[src/rtl/imem_loader.sv]
// Byte-stream loader for the instruction memory: packs little-endian
// bytes into 32-bit words and writes them from address 0 upward.
module imem_loader #(
  parameter int PC_WIDTH = 10
) (
  input  logic                clk,
  input  logic                rst,
  input  logic                start,
  input  logic [PC_WIDTH-2:0] num_words,
  input  logic                byte_valid,
  input  logic [7:0]          byte_data,
  output logic                byte_ready,
  output logic                we,
  output logic [PC_WIDTH-1:0] waddr,
  output logic [31:0]         wdata,
  output logic                busy,
  output logic                done,
  output logic [PC_WIDTH-2:0] word_count
);

  localparam int MEM_SIZE = 2 ** (PC_WIDTH - 2);
  localparam int CW = PC_WIDTH - 1;

  typedef enum logic [1:0] {
    IDLE,
    LOAD,
    DONE
  } state_t;

  state_t        state;
  logic [CW-1:0] target;
  logic [CW-1:0] clamped;
  logic [CW-1:0] next_count;
  logic [1:0]    lane;
  logic [23:0]   asm_q;
  logic          hs;

  assign hs = byte_valid & byte_ready;
  assign next_count = word_count + 1'b1;
  assign clamped = (num_words > CW'(MEM_SIZE)) ?
                   CW'(MEM_SIZE) : num_words;

  // asm_q only holds lanes 0..2; lane 3 goes straight into wdata so a
  // byte taken during the write cycle never disturbs the word in flight.
  always_ff @(posedge clk) begin
    if (rst) begin
      state      <= IDLE;
      target     <= '0;
      lane       <= '0;
      asm_q      <= '0;
      byte_ready <= 1'b0;
      we         <= 1'b0;
      waddr      <= '0;
      wdata      <= '0;
      busy       <= 1'b0;
      done       <= 1'b0;
      word_count <= '0;
    end else begin
      we   <= 1'b0;
      done <= 1'b0;
      unique case (state)
        IDLE: begin
          if (start) begin
            target     <= clamped;
            word_count <= '0;
            lane       <= '0;
            if (clamped == '0) begin
              state <= DONE;
            end else begin
              state      <= LOAD;
              byte_ready <= 1'b1;
              busy       <= 1'b1;
            end
          end
        end
        LOAD: begin
          if (hs) begin
            lane <= lane + 1'b1;
            if (lane == 2'd3) begin
              we         <= 1'b1;
              wdata      <= {byte_data, asm_q};
              waddr      <= {word_count[PC_WIDTH-3:0], 2'b00};
              word_count <= next_count;
              if (next_count == target) begin
                byte_ready <= 1'b0;
                busy       <= 1'b0;
                state      <= DONE;
              end
            end else begin
              asm_q[{lane, 3'b000} +: 8] <= byte_data;
            end
          end
        end
        DONE: begin
          done  <= 1'b1;
          state <= IDLE;
        end
        default: state <= IDLE;
      endcase
    end
  end

endmodule
[config.mk]
export PLATFORM = sky130hd
export DESIGN_NAME = imem_loader
export DESIGN_NICKNAME = d
export VERILOG_FILES = /design/src/rtl/imem_loader.sv
export SDC_FILE = /design/constraint.sdc
export NUM_CORES = 1
export LEC_CHECK = 0
export CAP_MARGIN = 20
export CORE_MARGIN = 2
export CORE_UTILIZATION = 51
export DETAILED_ROUTE_END_ITERATION = 12
export PLACE_DENSITY_LB_ADDON = 0.3
export SYNTH_ARGS = -nofsm -noshare
export SYNTH_HDL_FRONTEND = slang
export SYNTH_SLANG_ARGS = --single-unit
export TNS_END_PERCENT = 50
[constraint.sdc]
create_clock -name clk -period 2.7 [get_ports clk]
set_input_delay 0.54 -clock clk [delete_from_list [all_inputs] [get_ports clk]]
set_output_delay 0.54 -clock clk [all_outputs]
set_load 0.005 [all_outputs]
Word-level counts from Yosys, hierarchy flattened
Index checks and enable logic that the tools add are counted.
{ "totals": {"latchBits": 0, "rom_bits": 0, "ram_bits": 0, "out_inout_bits": 55, "regBits": 89, "memories": 0, "inputBits": 21} }
{ "classes": {"n_addsub": 3, "multipliers": 0, "n_mux": 23, "n_lt_le_gt_ge": 1, "reduce_logical": 11, "eq_ne": 9, "n_div": 0, "shift": 2, "bitwise_logic": 4} }
{ "op_table": {"columns": ["op", "n"], "rows": [
  ["$mux 9", 4],
  ["$bwmux 24", 1],
  ["$shift 8x7->24 const A", 1],
  ["$shiftx 8x7->24", 1],
  ["$pmux 9 s2", 1],
  ["$mux 2", 7],
  ["$ne 2x2->1 const B", 5],
  ["$add 9x1->9 const B", 1],
  ["$eq 9x9->1", 1],
  ["$gt 9x9->1 const B", 1],
  ["$logic_not 9->1", 1],
  ["$reduce_and 3->1", 3],
  ["$pmux 2 s2", 2],
  ["$reduce_and 4->1", 2],
  ["$mux 1", 7],
  ["$neg 5->7", 1],
  ["$reduce_and 6->1", 1],
  ["$eq 2x2->1 const B", 2],
  ["$not 1->1", 3],
  ["$reduce_or 3->1", 1],
  ["$add 2x1->2 const B", 1],
  ["$eq 2x1->1 const B", 1],
  ["$logic_not 2->1", 1],
  ["$pmux 1 s2", 1],
  ["3 further kinds", 3]
]} }

Depth between registers and ports, before layout
{ "depth": {"word_depth": 6, "depth_mapped": 7, "mapped_depth_nobuf": 6} }

Worst setup path before layout
No wires, ideal clock.
{ "synth_path": {"path_type": "reg2reg", "startpoint": "register word_count[1]", "endpoint": "register busy", "stages_incl_launch_ff": 7, "n_path_buf": 0, "slack_ps": 712, "setup_time_ps": 134, "required_ps": 2566, "period_less_slack_ps": 1988, "arrival_ps": 1854, "path_cell_list": "dfxtp_1 -> ha_1 -> nand3_2 -> or4_1 -> a22o_1 -> a311oi_2 -> a311oi_1"} }
{ "synth_between": {"elab_chain_len": 4} }
{ "synth_lines": {"columns": ["element", "line", "rtl"], "rows": [
  ["start: declaration", "18", "output logic [PC_WIDTH-2:0] word_count"],
  ["start signal: assignment", "83", "word_count <= next_count;"],
  ["$add 9x1->9", "39", "assign next_count = word_count + 1'b1;"],
  ["$eq 9x9->1", "84", "if (next_count == target) begin"],
  ["$ne 2x2->1 (no source line)", null, null],
  ["$reduce_and 6->1 (no source line)", null, null],
  ["end signal: assignment", "55", "busy <= 1'b0;"],
  ["end signal: assignment", "72", "busy <= 1'b1;"],
  ["end signal: assignment", "86", "busy <= 1'b0;"],
  ["end: declaration", "16", "output logic busy,"]
]} }
Every way passes these cells.
A chain may end at the register's enable or synchronous reset.

Final worst setup path
{ "layout_path": {"startpoint": "register word_count[3]", "endpoint": "register busy"} }
The elaborated chain is that of the path after synthesis.

==> metrics.csv <==
metric,value,unit
drt_first_iter_violations,255,
cts_root_buf,clkbuf_8,
drc,0,
areaGrowthSynthToFinish,26.98,%
clock_latency,0.36,ns
rsz0062_at_grt,false,
grt_first_pass_wirelength,14300,microns
cp-end-kind,flop,
finalHoldViolCount,0,
leakage_power,1.554,nW
grt-ovfl-total,0,
hpwlAfterDp,5918,microns
number_of_fillers_in_the_final_layout,578,
final_nets,551,
synthesis.area_per_instance,7.949,sq um
drv_cap,0,
vias,3384,
cts_num_sinks,89,
setup_violations,0,
switching_power,582.4,uW
synth_enable_flop_cells,0,
share_seq_of_total_power,0.555,
track_usage,0.2313,
synth.top_cells.by_count,"nand2_1, dfxtp_1, a21oi_1, nand3_1, clkbuf_1",
gpl.final_weighted_congestion,0.8046,
finalWirelength,8927,microns
share_clk_of_total_power,0.389,
ys_warn_count,0,
report.final.slew_viol_count,0,
synth_seq_area_share,0.4852,
total_iterations_of_the_first_detailed_routing_run,5,
ioPinCount,76,
outcome,"finished, final reports clean",
internal_dissipation,1.826,mW
ys_top_cells_by_area,"dfxtp_1, nand2_1, a21oi_1",
core_region_area,6869,sq um
synthMostInstantiatedCell,nand2_1,
drt-wirelength-per-cell,14.28,microns
yosys.area.top_type_share,0.4852,
diodes,0,
starting_density_of_the_core,0.5346,
finalWorstPathRequiredPeriod,2.270,ns
postRouteAntennaNets,0,
cts-buffers-inserted,9,
synth_cells,462,
tritoncts,built,
clockBufferDepth,2,
synth.ff_latch_count,89,
power_per_cell_area,516.4,nW/um^2
switch_share,0.2418,
min_path_type,flop to flop,
grt_start_max_net_pins,75,
worstPathMaxFanout,10,
worst_pin_slew,0.5188,ns
floorplan.rows,30,
cts.hold.buffers_added,0,
synth_top_cell_by_area,dfxtp_1,
cts_resized,0,
floorplan.die.height,88.86,microns
htree_num_levels,3,
fp.dieW,88.86,microns
syn-cell-area,3672,sq um
vdd_ir_drop_max,0.0003413,V
critical_path_required,2.92,ns
number_of_global_route_vias_before_repair,3081,
highest_achievable_clock_rate,0.4406,GHz
crit_type,flop to flop,
postLayoutCoreUtil,0.6789,
place_ws,0.3028,ns
timing.max_slew.rel_slack,0.6541,
timing.setup.tns,0,ns
fp.dieArea,7895,sq um
comb_power_share,0.057,
timing.critical_path.arrival,2.49,ns
post-route-worst-setup-slack,0.4304,ns
route.detailed.vias_per_inst,5.414,
buffer_ports.inserted,73,
post-cts-setup-buffer-count,0,
layout-drive-gt1-share,0.06427,
period_utilization_post_route,0.8406,
postSynth.asyncResetShare,0,
skew,0.008008,ns
clk_pin_slew,0.09,ns
synth_ff_type,dfxtp_1,
synth.lib_cells_used.distinct,42,
antenna_violations_before_repair,0,
critPathLaunchType,flop,
final cells by class:
class                   count  area, sq um  area share
multi-input cells         334         1715      0.3679
well taps                  96        120.1     0.02576
inverters                   6        22.52    0.004830
repair buffers             84        820.8      0.1760
flip-flops and latches     89         1782      0.3821
clock inverters             6        75.07     0.01610
clock buffers              10        127.6     0.02737
registers in the layout (all words and copies together), names as in the netlist:
| register | cells |
|---|---|
| we | 1 |
| wdata | 32 |
| lane | 2 |
| target | 9 |
| busy | 1 |
| done | 1 |
| word_count | 9 |
| asm_q | 24 |
| waddr | 8 |
| state | 2 |
path summary, 6_finish.rpt:
check / depth (start not counted) / from / to / slack, ns
max reg2reg: 5 / word_count[3] / busy / 0.43
min: 2 / waddr[8] / waddr[8] / 0.46
max: 5 / word_count[3] / busy / 0.43
min reg2reg: 2 / waddr[8] / waddr[8] / 0.46
per-stage QoR:
step	power [mW]	area (sq um)	hold WS, ns	instances
5_1_grt	2.484	4663	0.4652	625
6_report	2.408	4663	0.4562	625
2_1_floorplan	1.436	3676	0.4321	463
4_1_cts	2.418	4663	0.4570	625
3_3_place_gp	1.497	4461	0.4403	609
3_5_place_dp	1.500	4461	0.4452	609
placed cells by master (no fill, tap or decap), types with 4 or more instances in the layout:
| cell type | instances |
|---|---|
| nand2_1 | 119 |
| dfxtp_1 | 89 |
| a21oi_1 | 85 |
| clkdlybuf4s50_1 | 72 |
| nand3_1 | 29 |
| nor2_1 | 15 |
| buf_4 | 10 |
| o21ai_0 | 9 |
| nand3b_1 | 9 |
| clkbuf_8 | 9 |
| nor3_1 | 7 |
| xnor2_1 | 7 |
| inv_1 | 6 |
| ha_1 | 6 |
| nand4_1 | 5 |
| nor3b_1 | 5 |
| and2_1 | 4 |
| xor2_1 | 4 |
cells by family (layout without fill, tap and decap cells):
| group | Yosys count | in the layout | share of synthesized area |
|---|---|---|---|
| AND/OR/NAND/NOR | 210 | 210 | 0.2647 |
| AO/OA/AOI/OAI | 105 | 105 | 0.1537 |
| flip-flops | 89 | 89 | 0.4852 |
| buffers and inverters | 40 | 106 | 0.04872 |
| XOR/XNOR | 11 | 11 | 0.02623 |
| adder cells (fa/ha/maj) | 6 | 6 | 0.02044 |
| other | 1 | 2 | 0.001021 |
power groups by stage:
stage	Sequential [mW]	Combinational, mW	Clock [mW]
after floorplan	1.36	0.0732	0
after global placement	1.37	0.131	0
after detailed placement	1.37	0.135	0
after CTS	1.34	0.136	0.947
after global routing	1.34	0.149	0.998
final	1.34	0.137	0.936
worst max-delay path, stage by stage (launching register included):
cell	delay, ns
dfxtp_1	0.57
and4_4	0.30
a21boi_0	0.12
or4_1	0.56
a311oi_2	0.39
a311oi_1	0.18
per-layer routing:
| metal | up-vias | GRT usage | part of all wire |
|---|---|---|---|
| met4 | 0 | 0.06612 | 0.014 |
| met1 | 1555 | 0.3200 | 0.46 |
| met2 | 130 | 0.3650 | 0.46 |
| met3 | 12 | 0.05037 | 0.070 |
| met5 | - | 0 | 0 |
| li1 | 1687 | - | - |
No activity file was read; power rests on OpenSTA's default activity.
